`config.mk`:
```
export PLATFORM = sky130hd
export DESIGN_NAME = if_fetch_ctrl_p
export DESIGN_NICKNAME = d
export VERILOG_FILES = /design/src/rtl/if_fetch_ctrl_p.sv
export SDC_FILE = /design/constraint.sdc
export NUM_CORES = 1
export LEC_CHECK = 0
export ABC_CLOCK_PERIOD_IN_PS = 7000
export BUFFER_PORTS_ARGS = -buffer_cell sky130_fd_sc_hd__buf_2
export CAP_MARGIN = 15
export CORE_MARGIN = 1.5
export CORE_UTILIZATION = 35
export CTS_BUF_LIST = sky130_fd_sc_hd__clkbuf_8
export DETAILED_ROUTE_END_ITERATION = 6
export HOLD_SLACK_MARGIN = 0.12
export SLEW_MARGIN = 10
export SYNTH_ARGS = -nofsm -noshare
export SYNTH_HDL_FRONTEND = slang
export SYNTH_SLANG_ARGS = --single-unit
```
`constraint.sdc`:
```
create_clock -name clk -period 7 [get_ports clk]
set_clock_uncertainty 0.2 [all_clocks]
set_input_delay 0.7 -clock clk [delete_from_list [all_inputs] [get_ports clk]]
set_output_delay 0.7 -clock clk [all_outputs]
set_load 0.01 [all_outputs]
```
`src/rtl/if_fetch_ctrl_p.sv`:
```
// IF-stage fetch controller: address checking, L1 cache path, uncached bus path
// with timeout, and a small cache-error-handler instruction buffer refilled from the bus.
module if_fetch_ctrl_p #(
    parameter int unsigned       ADDR_W      = 32,
    parameter int unsigned       INS_W       = 32,
    parameter int unsigned       EBUF_DEPTH  = 16,
    parameter logic [ADDR_W-1:0] EBUF_BASE   = 32'hBFC0_0200,
    parameter logic [ADDR_W-1:0] TEXT_HI     = 32'h7FFF_FFFF,
    parameter logic [ADDR_W-1:0] MEM_HI      = 32'hFFFF_FFFF,
    parameter logic [ADDR_W-1:0] UNC_LO      = 32'hA000_0000,
    parameter logic [ADDR_W-1:0] UNC_HI      = 32'hBFFF_FFFF,
    parameter int unsigned       BUS_TIMEOUT = 255
) (
    input  logic              clk,
    input  logic              resetn,
    input  logic              fetch_req,
    input  logic [ADDR_W-1:0] pc,
    input  logic              um,
    input  logic              erl,
    input  logic              flush,
    output logic              fetch_done,
    output logic [INS_W-1:0]  ins,
    output logic              addr_err,
    output logic              bus_err,
    output logic              cache_err,
    output logic              cache_rd,
    output logic [ADDR_W-1:0] cache_addr,
    input  logic              cache_ack,
    input  logic [INS_W-1:0]  cache_data,
    input  logic              cache_err_in,
    input  logic              cache_bus_err_in,
    output logic              bus_req,
    input  logic              bus_grant,
    output logic [ADDR_W-1:0] bus_addr,
    output logic              bus_as,
    output logic              bus_rw,
    input  logic              bus_ack,
    input  logic [INS_W-1:0]  bus_rdata,
    input  logic              ebuf_inval
);

    localparam int unsigned IDX_W = $clog2(EBUF_DEPTH);
    localparam int unsigned CNT_W = $clog2(BUS_TIMEOUT + 1);
    localparam logic [ADDR_W:0] EBUF_END = {1'b0, EBUF_BASE} + (ADDR_W+1)'(EBUF_DEPTH * 4);

    typedef enum logic [1:0] {
        S_IDLE     = 2'd0,
        S_CACHE    = 2'd1,
        S_BUS_REQ  = 2'd2,
        S_BUS_WAIT = 2'd3
    } state_e;

    function automatic logic in_win(input logic [ADDR_W-1:0] a);
        in_win = ({1'b0, a} >= {1'b0, EBUF_BASE}) && ({1'b0, a} < EBUF_END);
    endfunction

    function automatic logic [IDX_W-1:0] win_idx(input logic [ADDR_W-1:0] a);
        logic [ADDR_W-1:0] off;
        off     = a - EBUF_BASE;
        win_idx = off[IDX_W+1:2];
    endfunction

    state_e              state_q, state_d;
    logic [ADDR_W-1:0]   pc_q, pc_d;
    logic [CNT_W-1:0]    cnt_q, cnt_d;
    logic                flush_pend_q, flush_pend_d;
    logic [EBUF_DEPTH-1:0] valid_q, valid_d;
    logic [INS_W-1:0]    ebuf_q [EBUF_DEPTH];
    logic                fetch_done_q, fetch_done_d;
    logic [INS_W-1:0]    ins_q, ins_d;
    logic                addr_err_q, addr_err_d;
    logic                bus_err_q, bus_err_d;
    logic                cache_err_q, cache_err_d;
    logic                cache_rd_q, cache_rd_d;
    logic [ADDR_W-1:0]   cache_addr_q, cache_addr_d;
    logic                bus_req_q, bus_req_d;
    logic [ADDR_W-1:0]   bus_addr_q, bus_addr_d;
    logic                bus_as_q, bus_as_d;
    logic                bus_rw_q, bus_rw_d;

    logic                accept_s, pc_unc_s, addr_bad_s, ebuf_hit_s;
    logic                timeout_s, suppress_s, ebuf_we_s;
    logic [IDX_W-1:0]    rd_idx_s, wr_idx_s;

    assign accept_s   = (state_q == S_IDLE) && fetch_req && !flush;
    assign pc_unc_s   = (pc >= UNC_LO) && (pc <= UNC_HI);
    assign addr_bad_s = (pc[1:0] != 2'b00) || (um && (pc > TEXT_HI)) ||
                        (!um && (pc > MEM_HI)) || (!um && erl && !pc_unc_s);
    assign rd_idx_s   = win_idx(pc);
    assign ebuf_hit_s = pc_unc_s && in_win(pc) && valid_q[rd_idx_s] && !ebuf_inval;
    assign wr_idx_s   = win_idx(pc_q);
    assign timeout_s  = (cnt_q == CNT_W'(BUS_TIMEOUT - 1));
    assign suppress_s = flush_pend_q || flush;

    // State and datapath registers
    always_ff @(posedge clk) begin
        if (resetn) begin
            state_q      <= S_IDLE;
            pc_q         <= '0;
            cnt_q        <= '0;
            flush_pend_q <= 1'b0;
            valid_q      <= '0;
            fetch_done_q <= 1'b0;
            ins_q        <= '0;
            addr_err_q   <= 1'b0;
            bus_err_q    <= 1'b0;
            cache_err_q  <= 1'b0;
            cache_rd_q   <= 1'b0;
            cache_addr_q <= '0;
            bus_req_q    <= 1'b0;
            bus_addr_q   <= '0;
            bus_as_q     <= 1'b0;
            bus_rw_q     <= 1'b0;
        end else begin
            state_q      <= state_d;
            pc_q         <= pc_d;
            cnt_q        <= cnt_d;
            flush_pend_q <= flush_pend_d;
            valid_q      <= valid_d;
            fetch_done_q <= fetch_done_d;
            ins_q        <= ins_d;
            addr_err_q   <= addr_err_d;
            bus_err_q    <= bus_err_d;
            cache_err_q  <= cache_err_d;
            cache_rd_q   <= cache_rd_d;
            cache_addr_q <= cache_addr_d;
            bus_req_q    <= bus_req_d;
            bus_addr_q   <= bus_addr_d;
            bus_as_q     <= bus_as_d;
            bus_rw_q     <= bus_rw_d;
        end
    end

    // Buffer data array; contents are only meaningful where a valid bit is set
    always_ff @(posedge clk) begin
        if (!resetn && ebuf_we_s) begin
            ebuf_q[wr_idx_s] <= bus_rdata;
        end
    end

    // Next-state logic
    always_comb begin
        state_d = state_q;
        case (state_q)
            S_IDLE: begin
                if (accept_s && !addr_bad_s && !ebuf_hit_s) begin
                    state_d = pc_unc_s ? S_BUS_REQ : S_CACHE;
                end else begin
                    state_d = S_IDLE;
                end
            end
            S_CACHE: begin
                if (flush || cache_ack) begin
                    state_d = S_IDLE;
                end else begin
                    state_d = S_CACHE;
                end
            end
            S_BUS_REQ: begin
                if (flush) begin
                    state_d = S_IDLE;
                end else if (bus_grant) begin
                    state_d = S_BUS_WAIT;
                end else begin
                    state_d = S_BUS_REQ;
                end
            end
            S_BUS_WAIT: begin
                if (bus_ack || timeout_s) begin
                    state_d = S_IDLE;
                end else begin
                    state_d = S_BUS_WAIT;
                end
            end
            default: state_d = S_IDLE;
        endcase
    end

    // Output and datapath next values
    always_comb begin
        pc_d         = accept_s ? pc : pc_q;
        cnt_d        = '0;
        flush_pend_d = flush_pend_q;
        valid_d      = valid_q;
        ebuf_we_s    = 1'b0;
        fetch_done_d = 1'b0;
        ins_d        = ins_q;
        addr_err_d   = 1'b0;
        bus_err_d    = 1'b0;
        cache_err_d  = 1'b0;
        cache_addr_d = cache_addr_q;
        bus_addr_d   = bus_addr_q;
        bus_rw_d     = 1'b0;
        cache_rd_d   = (state_d == S_CACHE);
        bus_req_d    = (state_d == S_BUS_REQ);
        bus_as_d     = (state_d == S_BUS_WAIT);
        case (state_q)
            S_IDLE: begin
                flush_pend_d = 1'b0;
                if (accept_s) begin
                    if (addr_bad_s) begin
                        fetch_done_d = 1'b1;
                        addr_err_d   = 1'b1;
                        ins_d        = '0;
                    end else if (ebuf_hit_s) begin
                        fetch_done_d = 1'b1;
                        ins_d        = ebuf_q[rd_idx_s];
                    end else if (pc_unc_s) begin
                        bus_addr_d   = pc;
                    end else begin
                        cache_addr_d = pc;
                    end
                end else begin
                    fetch_done_d = 1'b0;
                end
            end
            S_CACHE: begin
                if (!flush && cache_ack) begin
                    fetch_done_d = 1'b1;
                    ins_d        = cache_data;
                    cache_err_d  = cache_err_in;
                    bus_err_d    = cache_bus_err_in;
                end else begin
                    fetch_done_d = 1'b0;
                end
            end
            S_BUS_REQ: begin
                fetch_done_d = 1'b0;
            end
            S_BUS_WAIT: begin
                cnt_d        = cnt_q + CNT_W'(1);
                flush_pend_d = suppress_s;
                if (bus_ack) begin
                    cnt_d        = '0;
                    flush_pend_d = 1'b0;
                    ebuf_we_s    = in_win(pc_q);
                    if (!suppress_s) begin
                        fetch_done_d = 1'b1;
                        ins_d        = bus_rdata;
                    end else begin
                        fetch_done_d = 1'b0;
                    end
                end else if (timeout_s) begin
                    cnt_d        = '0;
                    flush_pend_d = 1'b0;
                    if (!suppress_s) begin
                        fetch_done_d = 1'b1;
                        bus_err_d    = 1'b1;
                        ins_d        = '0;
                    end else begin
                        fetch_done_d = 1'b0;
                    end
                end else begin
                    fetch_done_d = 1'b0;
                end
            end
            default: fetch_done_d = 1'b0;
        endcase
        // Invalidate wins over a same-cycle refill so the entry stays invalid
        if (ebuf_inval) begin
            valid_d = '0;
        end else if (ebuf_we_s) begin
            valid_d[wr_idx_s] = 1'b1;
        end else begin
            valid_d = valid_q;
        end
    end

    assign fetch_done = fetch_done_q;
    assign ins        = ins_q;
    assign addr_err   = addr_err_q;
    assign bus_err    = bus_err_q;
    assign cache_err  = cache_err_q;
    assign cache_rd   = cache_rd_q;
    assign cache_addr = cache_addr_q;
    assign bus_req    = bus_req_q;
    assign bus_addr   = bus_addr_q;
    assign bus_as     = bus_as_q;
    assign bus_rw     = bus_rw_q;

endmodule

```
==> metrics <==
Core Region 73,330 um^2; R2R depth 8; Power Internal between 6 and 7 mW; drt total wl 69.12 mm; cts bufs inserted 107; terminus of the critical flop-to-flop path ebuf_q[8][23]$_DFFE_PP_; Gate power share between 5 and 6%; Worst-Margin Slew 1.227 ns; startpoint types flip-flop; max-cap violation count 0; pre-CTS setup slack 2.590 ns; post-route cell area 30,960 um^2; Peak Freq 229.7 MHz; worst r2r src state_q[0]$_SDFF_PP0_; Root Buffer clkbuf_8; initial antenna violation count 6; Async S/R FF share, synth 0%; type of the worst setup path flip-flop to flip-flop; Initial Util between 30% and 40%; Pins Over Slew Limit 0; Synth Warn # 0; drt wl/cell approximately 23 um; fillcell total 6,703; vias per std cell ~5.3; status finished clean; die width 275.9 um; Overflow after GRT 0; Worst Setup SP state_q[0]$_SDFF_PP0_; clk sinks 672; Yosys cell types 50; clock power share approximately two fifths; die height 275.9 um; Total Power 8.082 mW; Final min period 4.354 ns; Crit path depth 8; Placement Rows 99; Pwr Density 261.0 nW/um^2; #FFs+latches synth about 670; I/O Pins 212; Tot GR Track Use 17.99%; Main synth FF type edfxtp_1; DP Area 28,370 um^2; crit path cell chain ha_1, and2_2, and4b_1, nand4_1, nor2_1, nand2_1, nor2_4, buf_4; number of global-route vias before repair 16,280; Detailed Route Iter0 Violations 1,314; First-pass DRT Iterations 5; setup repair after global routing missed its margin no; worst hold path class input port to flip-flop; Max Root-Sink Buffers 3; CP Capture Type flip-flop; Critical path buffers and inverters 1; P&R area growth vs syn 18.77%; Fin Hold WS roughly 0.18 ns; CP endpoint ebuf_q[8][23]$_DFFE_PP_; clock latency on the worst-skew pair ~0.74 ns; Final ANT Viol Nets 0; average size of a mapped cell approximately 15 um^2; Final Hold Vio Count 0; IO buf count 210; CP top delay family simple AND/OR/NAND/NOR gates; Seq pwr share 53.5%; count of final setup violators 0; vias 16,080; CTS tree done; PostCTS Resize Cnt 0; Syn Std Cell Area 26,070 um^2; H-tree levels 3; Switching Share 23.11%; post-route insts no fill 3,048; DRC violations left 0; Clock Pin Slew Worst Setup and Hold Paths 0.06 ns; number of synthesized flops with an enable pin 512; fin crit share 62.20%; fraction of layout cells with a size suffix above 1 about a quarter; Fin Setup TNS 0 ns; Sw Pwr approximately 1.9 mW; Post-Syn Instances 1,700; Lkg Pwr about 11 nW; Layout Utilization 42.22%; first-pass GRT wire length 102.1 mm; critical path arrival approximately 4.5 ns; biggest cell delay along the critical path 0.85 ns; pin count of the biggest net entering global routing just under 60; final setup margin 2.646 ns; DP Cell Count 2,798; commonest non-fill, non-tap cell in the layout edfxtp_1; Syn Nets 1,814; highest-delay cell along the critical path and2_2; Max Fanout on Critical Path 33; worst rel slew slack a little under a fifth; commonest cells after routing, fill and taps aside edfxtp_1, buf_2, nand2_1, dfxtp_1, mux2i_1; Layout Nets around 2,100; Max IR drop VDD 0.1574 mV; worst endpoint required time 7.16 ns; RePlAce Congestion 0.8137; reg-to-reg slack, setup 2.65 ns; Seq/Total Area, Yosys 71.26%; dpl hpwl 41.29 mm; die footprint between 70,000 and 80,000 um^2
-- worst min path at each step --
stage | slack [ns] | depth (start not counted) | from | end
after floorplan | 0.23 | 2 | pc_q[8]$_SDFFE_PP0P_ | pc_q[8]$_SDFFE_PP0P_
after global placement | 0.24 | 2 | cache_addr[20]$_SDFFE_PP0P_ | cache_addr[20]$_SDFFE_PP0P_
after detailed placement | 0.24 | 1 | bus_addr[0]$_SDFFE_PP0P_ | bus_addr[0]$_SDFFE_PP0P_
after CTS | 0.12 | 1 | bus_rdata[4] | ebuf_q[1][4]$_DFFE_PP_
after global routing | 0.14 | 1 | bus_rdata[3] | ebuf_q[0][3]$_DFFE_PP_
final | 0.18 | 1 | bus_rdata[28] | ebuf_q[4][28]$_DFFE_PP_
-- cell type report --
type	count	area (um^2)	area share, %
well taps	959	1200	3.875
inverters	43	161.4	0.5213
multi-input cells	875	7063	22.81
diodes	5	12.51	0.04041
flip-flops and latches	672	18580	60.00
clock buffers	121	1665	5.379
repair buffers	293	1804	5.827
clock inverters	80	478.0	1.544
-- worst reg2reg max path: cells and delay by family (launching register included) --
family | cells | cell delay (ns)
adder cells (fa/ha/maj) | 1 | 0.26
flip-flops | 1 | 0.37
AND/OR/NAND/NOR | 6 | 2.64
buffers and inverters | 1 | 0.47
-- registers in the layout, indices dropped and copies added, names as in the netlist --
register and count:
cnt_q 8, bus_as 1, ins 32, cache_rd 1
ebuf_q 512, flush_pend_q 1, cache_addr 32, valid_q 16
addr_err 1, bus_err 1, fetch_done 1, cache_err 1
state_q 2, bus_addr 32, pc_q 30, bus_req 1
-- synth_stat cells (all sizes together) (4+ instances only) --
library cell    n  area (um^2)
nand2b          5        31.28
and2            7        43.79
nand4           7        43.79
o211ai          4        30.03
mux2i         155         1551
nand2         162        608.1
inv            43        161.4
o31ai          32        240.2
nor4            4        25.02
xor2            5        43.79
nor3b           5        37.54
buf            31        148.9
dfxtp         160         3203
mux4           70         1577
edfxtp        512        15370
a21oi         106        530.5
a211oi         35        412.9
ha              6        75.07
clkbuf         79        296.5
a31oi           4        25.02
a22oi          95        713.2
nand3           4        20.02
o21ai           4        20.02
nor2           88        330.3
nor3           13        65.06
o22ai          28        175.2
-- cell families (layout without fill, tap and decap cells) --
| group | count (synthesis) | in the layout | share of synthesized area [%] |
|---|---|---|---|
| flops | 672 | 672 | 71.26 |
| xor+xnor | 6 | 6 | 0.2016 |
| simple gates | 318 | 318 | 5.299 |
| fa+ha+maj | 6 | 6 | 0.2880 |
| mux | 225 | 225 | 12.00 |
| compound gates | 319 | 319 | 8.610 |
| buf+inv | 153 | 537 | 2.328 |
| other cells | 1 | 6 | 0.01438 |
-- routing by layer --
| layer | up-vias | global-route usage [%] | part of all wire (%) |
|---|---|---|---|
| li1 | 7169 | - | - |
| met1 | 8198 | 24.09 | 43 |
| met2 | 599 | 29.68 | 48 |
| met3 | 111 | 3.694 | 7.1 |
| met4 | 4 | 4.991 | 2.0 |
| met5 | - | 0 | 0.027 |
-- power by group through the flow --
stage	clock, mW	sequential, mW	combinational, mW
finish	3.32	4.32	0.440
global route	3.58	4.32	0.475
CTS	3.40	4.32	0.445
detailed placement	0	4.41	0.424
global placement	0	4.41	0.417
floorplan	0	4.41	0.225
-- timing repair --
item                                   in CTS  in global routing
endpoints found under the hold margin     222                  0
hold buffers                               44                  0
buffers inserted                            0                  0
No activity file was read; power rests on OpenSTA's default activity.
